==> src/rtl/texture_refill_engine_if.sv <==
// rtl/texture_refill_engine_if.sv - cache miss port and memory burst-read port of the refill engine
interface texture_refill_engine_if #(
  parameter int LINE_BYTES    = 64,
  parameter int MEM_DATA_BITS = 32
);
  logic                     miss_req_valid;
  logic [31:0]              miss_req_addr;
  logic                     miss_req_ready;
  logic                     miss_resp_valid;
  logic [LINE_BYTES*8-1:0]  miss_resp_data;
  logic                     mem_req_valid;
  logic [31:0]              mem_req_addr;
  logic [7:0]               mem_req_len;
  logic                     mem_req_ready;
  logic                     mem_rdata_valid;
  logic [MEM_DATA_BITS-1:0] mem_rdata;

  modport slave (
    input  miss_req_valid, miss_req_addr, mem_req_ready, mem_rdata_valid, mem_rdata,
    output miss_req_ready, miss_resp_valid, miss_resp_data,
    output mem_req_valid, mem_req_addr, mem_req_len
  );

  modport master (
    output miss_req_valid, miss_req_addr, mem_req_ready, mem_rdata_valid, mem_rdata,
    input  miss_req_ready, miss_resp_valid, miss_resp_data,
    input  mem_req_valid, mem_req_addr, mem_req_len
  );
endinterface

==> src/rtl/texture_refill_engine.sv <==
// rtl/texture_refill_engine.sv - single-outstanding texture line refill (burst read, beat assembly, refill pulse)
// Optional DATA-phase watchdog enabled by defining TEX_REFILL_TIMEOUT_EN.
module texture_refill_engine #(
  parameter int LINE_BYTES     = 64,
  parameter int MEM_DATA_BITS  = 32,
  parameter int TIMEOUT_CYCLES = 1024
) (
  input  logic                    clk,
  input  logic                    rst,
  texture_refill_engine_if.slave  bus,
  output logic                    busy,
  output logic                    err_timeout
);
  localparam int LINE_BITS   = LINE_BYTES * 8;
  localparam int BEATS       = LINE_BITS / MEM_DATA_BITS;
  localparam int OFFSET_BITS = $clog2(LINE_BYTES);
  localparam int CNT_BITS    = $clog2(BEATS) + 1;
  localparam int IDX_BITS    = $clog2(LINE_BITS);

  typedef enum logic [1:0] {IDLE, ADDR, DATA, RESP} state_t;

  state_t               state;
  logic [CNT_BITS-1:0]  cnt;
  logic [LINE_BITS-1:0] line_buf;
  logic [31:0]          addr_q;
  logic                 req_ready_q;
  logic                 req_valid_q;
  logic                 resp_valid_q;
  logic [IDX_BITS-1:0]  beat_base;

  assign beat_base = IDX_BITS'(cnt) * IDX_BITS'(MEM_DATA_BITS);

`ifdef TEX_REFILL_TIMEOUT_EN
  localparam int WD_BITS = $clog2(TIMEOUT_CYCLES + 1);
  // Cycles since the last beat (or DATA entry), that beat's own cycle counting as one.
  logic [WD_BITS-1:0] wd_cnt;
  logic               err_q;
  assign err_timeout = err_q;
`else
  assign err_timeout = 1'b0;
`endif

  always_ff @(posedge clk or posedge rst) begin
    if (rst) begin
      state        <= IDLE;
      cnt          <= '0;
      line_buf     <= '0;
      addr_q       <= '0;
      req_ready_q  <= 1'b0;
      req_valid_q  <= 1'b0;
      resp_valid_q <= 1'b0;
`ifdef TEX_REFILL_TIMEOUT_EN
      wd_cnt       <= '0;
      err_q        <= 1'b0;
`endif
    end else begin
      case (state)
        IDLE: begin
          req_ready_q <= 1'b1;
          if (bus.miss_req_valid && req_ready_q) begin
            addr_q      <= {bus.miss_req_addr[31:OFFSET_BITS], {OFFSET_BITS{1'b0}}};
            cnt         <= '0;
            req_ready_q <= 1'b0;
            req_valid_q <= 1'b1;
            state       <= ADDR;
          end
        end
        ADDR: begin
          if (bus.mem_req_ready) begin
            req_valid_q <= 1'b0;
            state       <= DATA;
`ifdef TEX_REFILL_TIMEOUT_EN
            wd_cnt      <= WD_BITS'(1);
`endif
          end
        end
        DATA: begin
          if (bus.mem_rdata_valid) begin
            line_buf[beat_base +: MEM_DATA_BITS] <= bus.mem_rdata;
            cnt <= cnt + 1'b1;
            if (cnt == CNT_BITS'(BEATS - 1)) begin
              resp_valid_q <= 1'b1;
              state        <= RESP;
            end
`ifdef TEX_REFILL_TIMEOUT_EN
            wd_cnt <= WD_BITS'(1);
          end else if (wd_cnt == WD_BITS'(TIMEOUT_CYCLES - 1)) begin
            // Zero every beat not yet received so the cache gets a defined line.
            line_buf     <= line_buf & ~({LINE_BITS{1'b1}} << beat_base);
            err_q        <= 1'b1;
            resp_valid_q <= 1'b1;
            state        <= RESP;
          end else begin
            wd_cnt <= wd_cnt + 1'b1;
`endif
          end
        end
        RESP: begin
          resp_valid_q <= 1'b0;
          req_ready_q  <= 1'b1;
          state        <= IDLE;
        end
        default: state <= IDLE;
      endcase
    end
  end

  assign busy                = (state != IDLE);
  assign bus.miss_req_ready  = req_ready_q;
  assign bus.miss_resp_valid = resp_valid_q;
  assign bus.miss_resp_data  = line_buf;
  assign bus.mem_req_valid   = req_valid_q;
  assign bus.mem_req_addr    = addr_q;
  assign bus.mem_req_len     = 8'(BEATS - 1);
endmodule

==> src/flat_wrapper.sv <==
// flat-port wrapper written by rule: the top's interface ports become plain ports
module texture_refill_engine_flat 
#(
  parameter int LINE_BYTES     = 64,
  parameter int MEM_DATA_BITS  = 32,
  parameter int TIMEOUT_CYCLES = 1024
)
  (clk, rst, busy, err_timeout, bus_miss_req_valid, bus_miss_req_addr, bus_mem_req_ready, bus_mem_rdata_valid, bus_mem_rdata, bus_miss_req_ready, bus_miss_resp_valid, bus_miss_resp_data, bus_mem_req_valid, bus_mem_req_addr, bus_mem_req_len);
  texture_refill_engine_if #(.LINE_BYTES(LINE_BYTES), .MEM_DATA_BITS(MEM_DATA_BITS)) bus_i ();
  input  logic clk;
  input  logic rst;
  output logic busy;
  output logic err_timeout;
  input wire logic [$bits(bus_i.miss_req_valid)-1:0] bus_miss_req_valid;
  input wire logic [$bits(bus_i.miss_req_addr)-1:0] bus_miss_req_addr;
  input wire logic [$bits(bus_i.mem_req_ready)-1:0] bus_mem_req_ready;
  input wire logic [$bits(bus_i.mem_rdata_valid)-1:0] bus_mem_rdata_valid;
  input wire logic [$bits(bus_i.mem_rdata)-1:0] bus_mem_rdata;
  output wire logic [$bits(bus_i.miss_req_ready)-1:0] bus_miss_req_ready;
  output wire logic [$bits(bus_i.miss_resp_valid)-1:0] bus_miss_resp_valid;
  output wire logic [$bits(bus_i.miss_resp_data)-1:0] bus_miss_resp_data;
  output wire logic [$bits(bus_i.mem_req_valid)-1:0] bus_mem_req_valid;
  output wire logic [$bits(bus_i.mem_req_addr)-1:0] bus_mem_req_addr;
  output wire logic [$bits(bus_i.mem_req_len)-1:0] bus_mem_req_len;
  assign bus_i.miss_req_valid = bus_miss_req_valid;
  assign bus_i.miss_req_addr = bus_miss_req_addr;
  assign bus_i.mem_req_ready = bus_mem_req_ready;
  assign bus_i.mem_rdata_valid = bus_mem_rdata_valid;
  assign bus_i.mem_rdata = bus_mem_rdata;
  assign bus_miss_req_ready = bus_i.miss_req_ready;
  assign bus_miss_resp_valid = bus_i.miss_resp_valid;
  assign bus_miss_resp_data = bus_i.miss_resp_data;
  assign bus_mem_req_valid = bus_i.mem_req_valid;
  assign bus_mem_req_addr = bus_i.mem_req_addr;
  assign bus_mem_req_len = bus_i.mem_req_len;
  texture_refill_engine #(.LINE_BYTES(LINE_BYTES), .MEM_DATA_BITS(MEM_DATA_BITS), .TIMEOUT_CYCLES(TIMEOUT_CYCLES)) u_core (.clk(clk), .rst(rst), .bus(bus_i), .busy(busy), .err_timeout(err_timeout));
endmodule
==> config.mk <==
export PLATFORM = sky130hd
export DESIGN_NAME = texture_refill_engine_flat
export DESIGN_NICKNAME = d
export VERILOG_FILES = /design/src/rtl/texture_refill_engine_if.sv /design/src/rtl/texture_refill_engine.sv /design/src/flat_wrapper.sv
export SDC_FILE = /design/constraint.sdc
export NUM_CORES = 1
export LEC_CHECK = 0
export CAP_MARGIN = 20
export CELL_PAD_IN_SITES_DETAIL_PLACEMENT = 1
export CELL_PAD_IN_SITES_GLOBAL_PLACEMENT = 2
export CORE_MARGIN = 2
export CORE_UTILIZATION = 35
export CTS_CLUSTER_SIZE = 24
export DETAILED_ROUTE_END_ITERATION = 8
export DONT_BUFFER_PORTS = 1
export PLACE_DENSITY_LB_ADDON = 0.1
export REMOVE_ABC_BUFFERS = 1
export SLEW_MARGIN = 30
export SYNTH_ARGS = -nofsm -noshare
export SYNTH_HDL_FRONTEND = slang
export SYNTH_SLANG_ARGS = --single-unit
export TNS_END_PERCENT = 20
==> constraint.sdc <==
create_clock -name clk -period 33.8 [get_ports clk]
set_input_delay 6.76 -clock clk [delete_from_list [all_inputs] [get_ports clk]]
set_output_delay 6.76 -clock clk [all_outputs]
set_load 0.02 [all_outputs]
==> metrics.yaml <==
cells_and_area:
  layout_common_cells: "dfrtp_1, o21ai_0, mux2_2"
  postLayoutCoreUtil_pct: 39.9
  regArea_um2: 13700
  nets: 1772
  syn_to_final_growth_pct: 13.3
  final_area_um2: 24000
  multi_input_area_um2: 6810
  drive_gt1_share_pct: 25.9
  fillerInstances: 6326
  final_common_cell: "dfrtp_1"
synth:
  synth_area_um2: 21200
  synth_top_family_by_area: "multiplexers"
  synthSimpleGateAreaFrac_pct: 6.94
  synthCells: 1733
  synth_cell_types: 41
  synth_edf_count: 0
  muxShareOfSynthArea_pct: 15.7
  synthAdderAreaFrac_pct: 0.531
  async_reset_ff_share_pct: 100
  yosysWarnings: 0
  synth_compound_area_share_pct: 8.20
  synthXorXnorAreaFrac_pct: 0
  ys_seq_area_share_pct: 64.7
  syn_avg_cell_area_um2: 12.2
  synth-seq-cells: 548
  synth_top_flop_cell: "dfrtp_1"
power:
  p_leak_nw: 11.4
  finalPower_mw: 1.73
  powerDensity_nw_per_um2: 72.3
  ir_drop_mv: 0.0350
setup_path:
  crit_path_start: "rst"
  endpoint: "u_core.bus.miss_resp_data[430]"
  cp_data_arrival_time_ns: 9.76
  timing.rr.end: "u_core.bus.miss_resp_data[278]"
  required_ns: 34.43
  cp-end-kind: "asynchronous set/reset pin"
  worstPathMaxFanout: 106
  path_class: "in -> async"
  cp-start-kind: "input port"
  worstRegToRegCells: 7
  reg2reg_from: "u_core.state[0]"
  r2r_slack_ns: 30.29
global_route:
  antenna_found_initial: 1
  grt_first_pass_wirelength_um: 107000
  grt_overflow: 0
  grt_pass1_vias: 14000
  grt_max_degree: 107
  grtUsageTotal_pct: 23.7
timing:
  finalCritPeriodShare_pct: 27.0
  fmax_mhz: 110
  max_slew_margin_pct: 36.3
  finalSetupViolCount: 0
  drv_slew: 0
  fin_setup_tns_ns: 0
  whs_ns: 0.575
  hold_viol_final: 0
  rsz0062_at_grt: "false"
  worst_slew_pin_slew_ns: 0.955
  period_needed_ns: 9.12
  clock_skew_ns: 0.0152
routing:
  drtAntennaViolNets: 0
  drc_errors: 0
  via_per_inst: 5.25
  via_count: 13300
  routedWlPerCell_um: 29.5
  drt_iter0_drc: 713
  drt-total-wl_um: 74600
  drt_pass1_iterations: 4
floorplanning:
  core_area_um2: 60100
  start_util_pct: 35.2
  die-area_um2: 62500
  io-pin-count: 626
  die_x_um: 250
  die_height_um: 250
  rows: 90
clocking:
  root_buffer: "clkbuf_16"
  cts_setup_buffers: 0
  cts_tree: "yes"
  clock_path_buffers: 3
  htree_levels: 2
  cts_made_buffers: 59
  cts.sinks: 548
  ctsResizeCount: 0
  path_clk_slew_ns: 0.06
  insertion_delay_ns: 0.63
  cts_hold_buf: 0
outcome:
  status: "finished clean"
placement:
  dp_hpwl_um: 49400
  dpl_cell_area_um2: 22000
  gp_congestion: 0.772
  io_buffers: 0
flow_run:
  max-cap-violations: 0
worst_hold_path:
  hp-class: "reg -> reg"
-- metrics by stage --
| step | std cells | setup slack (ns) |
|---|---|---|
| global placement | 2409 | 23.98 |
| detailed placement | 2415 | 23.93 |
| finish | 2527 | 24.68 |
| floorplan | 1601 | 11.72 |
| CTS | 2526 | 24.62 |
| global route | 2526 | 24.30 |
-- power breakdown --
group | internal, mW | switching (mW) | total [mW]
sequential | 0.712 | 0.115 | 0.827
clock | 0.393 | 0.272 | 0.665
combinational | 0.0880 | 0.155 | 0.243
-- flip-flops by register name, summed over array words and instances (netlist names) --
name	flops
u_core.bus.mem_req_valid	1
u_core.bus.miss_resp_valid	1
u_core.state	2
u_core.bus.miss_req_ready	1
u_core.bus.miss_resp_data	512
u_core.cnt	5
u_core.bus.mem_req_addr	26
-- logic make-up (layout without fill, tap and decap cells) --
family,Yosys count,in the layout
buffers and inverters,194,192
multiplexers,295,295
flip-flops,548,548
AND/OR/NAND/NOR,348,348
adder cells (fa/ha/maj),9,9
AO/OA/AOI/OAI,337,337
other,2,16
-- critical path, cell delays in order --
cell   delay, ns
inv_8       0.45
buf_4       0.73
buf_4       0.76
buf_4       0.76
-- synthesized netlist by cell type, types with 2 or more instances --
master    instances  share of area (%)
nand2b_1          6               0.18
nand4_1           2              0.059
dfrtp_1         548                 65
nor3_1            3              0.071
and3_1            2              0.059
nor2b_1           3              0.089
o21ai_0         312                7.4
conb_1            2              0.035
buf_4            15               0.53
inv_1            49               0.87
nand2_1         239                4.2
a21oi_1           4              0.094
nand3_1          46                1.1
ha_1              9               0.53
a22o_1            3               0.12
clkbuf_1         97                1.7
a22oi_2           2               0.12
and2_1            4               0.12
o21ai_1           8               0.19
nor2_1           34               0.60
mux2_2          293                 16
buf_2            33               0.78
-- layout make-up --
type | count | share of cell area [%]
repair buffers | 32 | 1.21
multi-input cells | 1004 | 28.4
well taps | 782 | 4.08
clock inverters | 22 | 0.959
diodes | 1 | 0.0104
clock buffers | 89 | 7.42
flip-flops and latches | 548 | 57.1
inverters | 49 | 0.798
-- routing by layer --
metal / vias up / part of all wire [%] / global-route usage [%]
li1: 5776 / - / -
met1: 6963 / 39 / 28.0
met2: 423 / 49 / 39.7
met3: 98 / 10 / 10.3
met4: 0 / 2.3 / 5.73
met5: - / 0 / 0
-- worst min-delay path by stage --
stage,slack [ns],from,to,depth (start not counted)
after floorplan,0.53,u_core.state[0],u_core.state[0],1
after global placement,0.55,u_core.state[0],u_core.state[0],1
after detailed placement,0.56,u_core.state[0],u_core.state[0],1
after CTS,0.57,u_core.state[0],u_core.state[0],1
after global routing,0.60,u_core.state[0],u_core.state[0],1
final,0.57,u_core.state[0],u_core.state[0],1
Power figures use the tool's default switching activity.
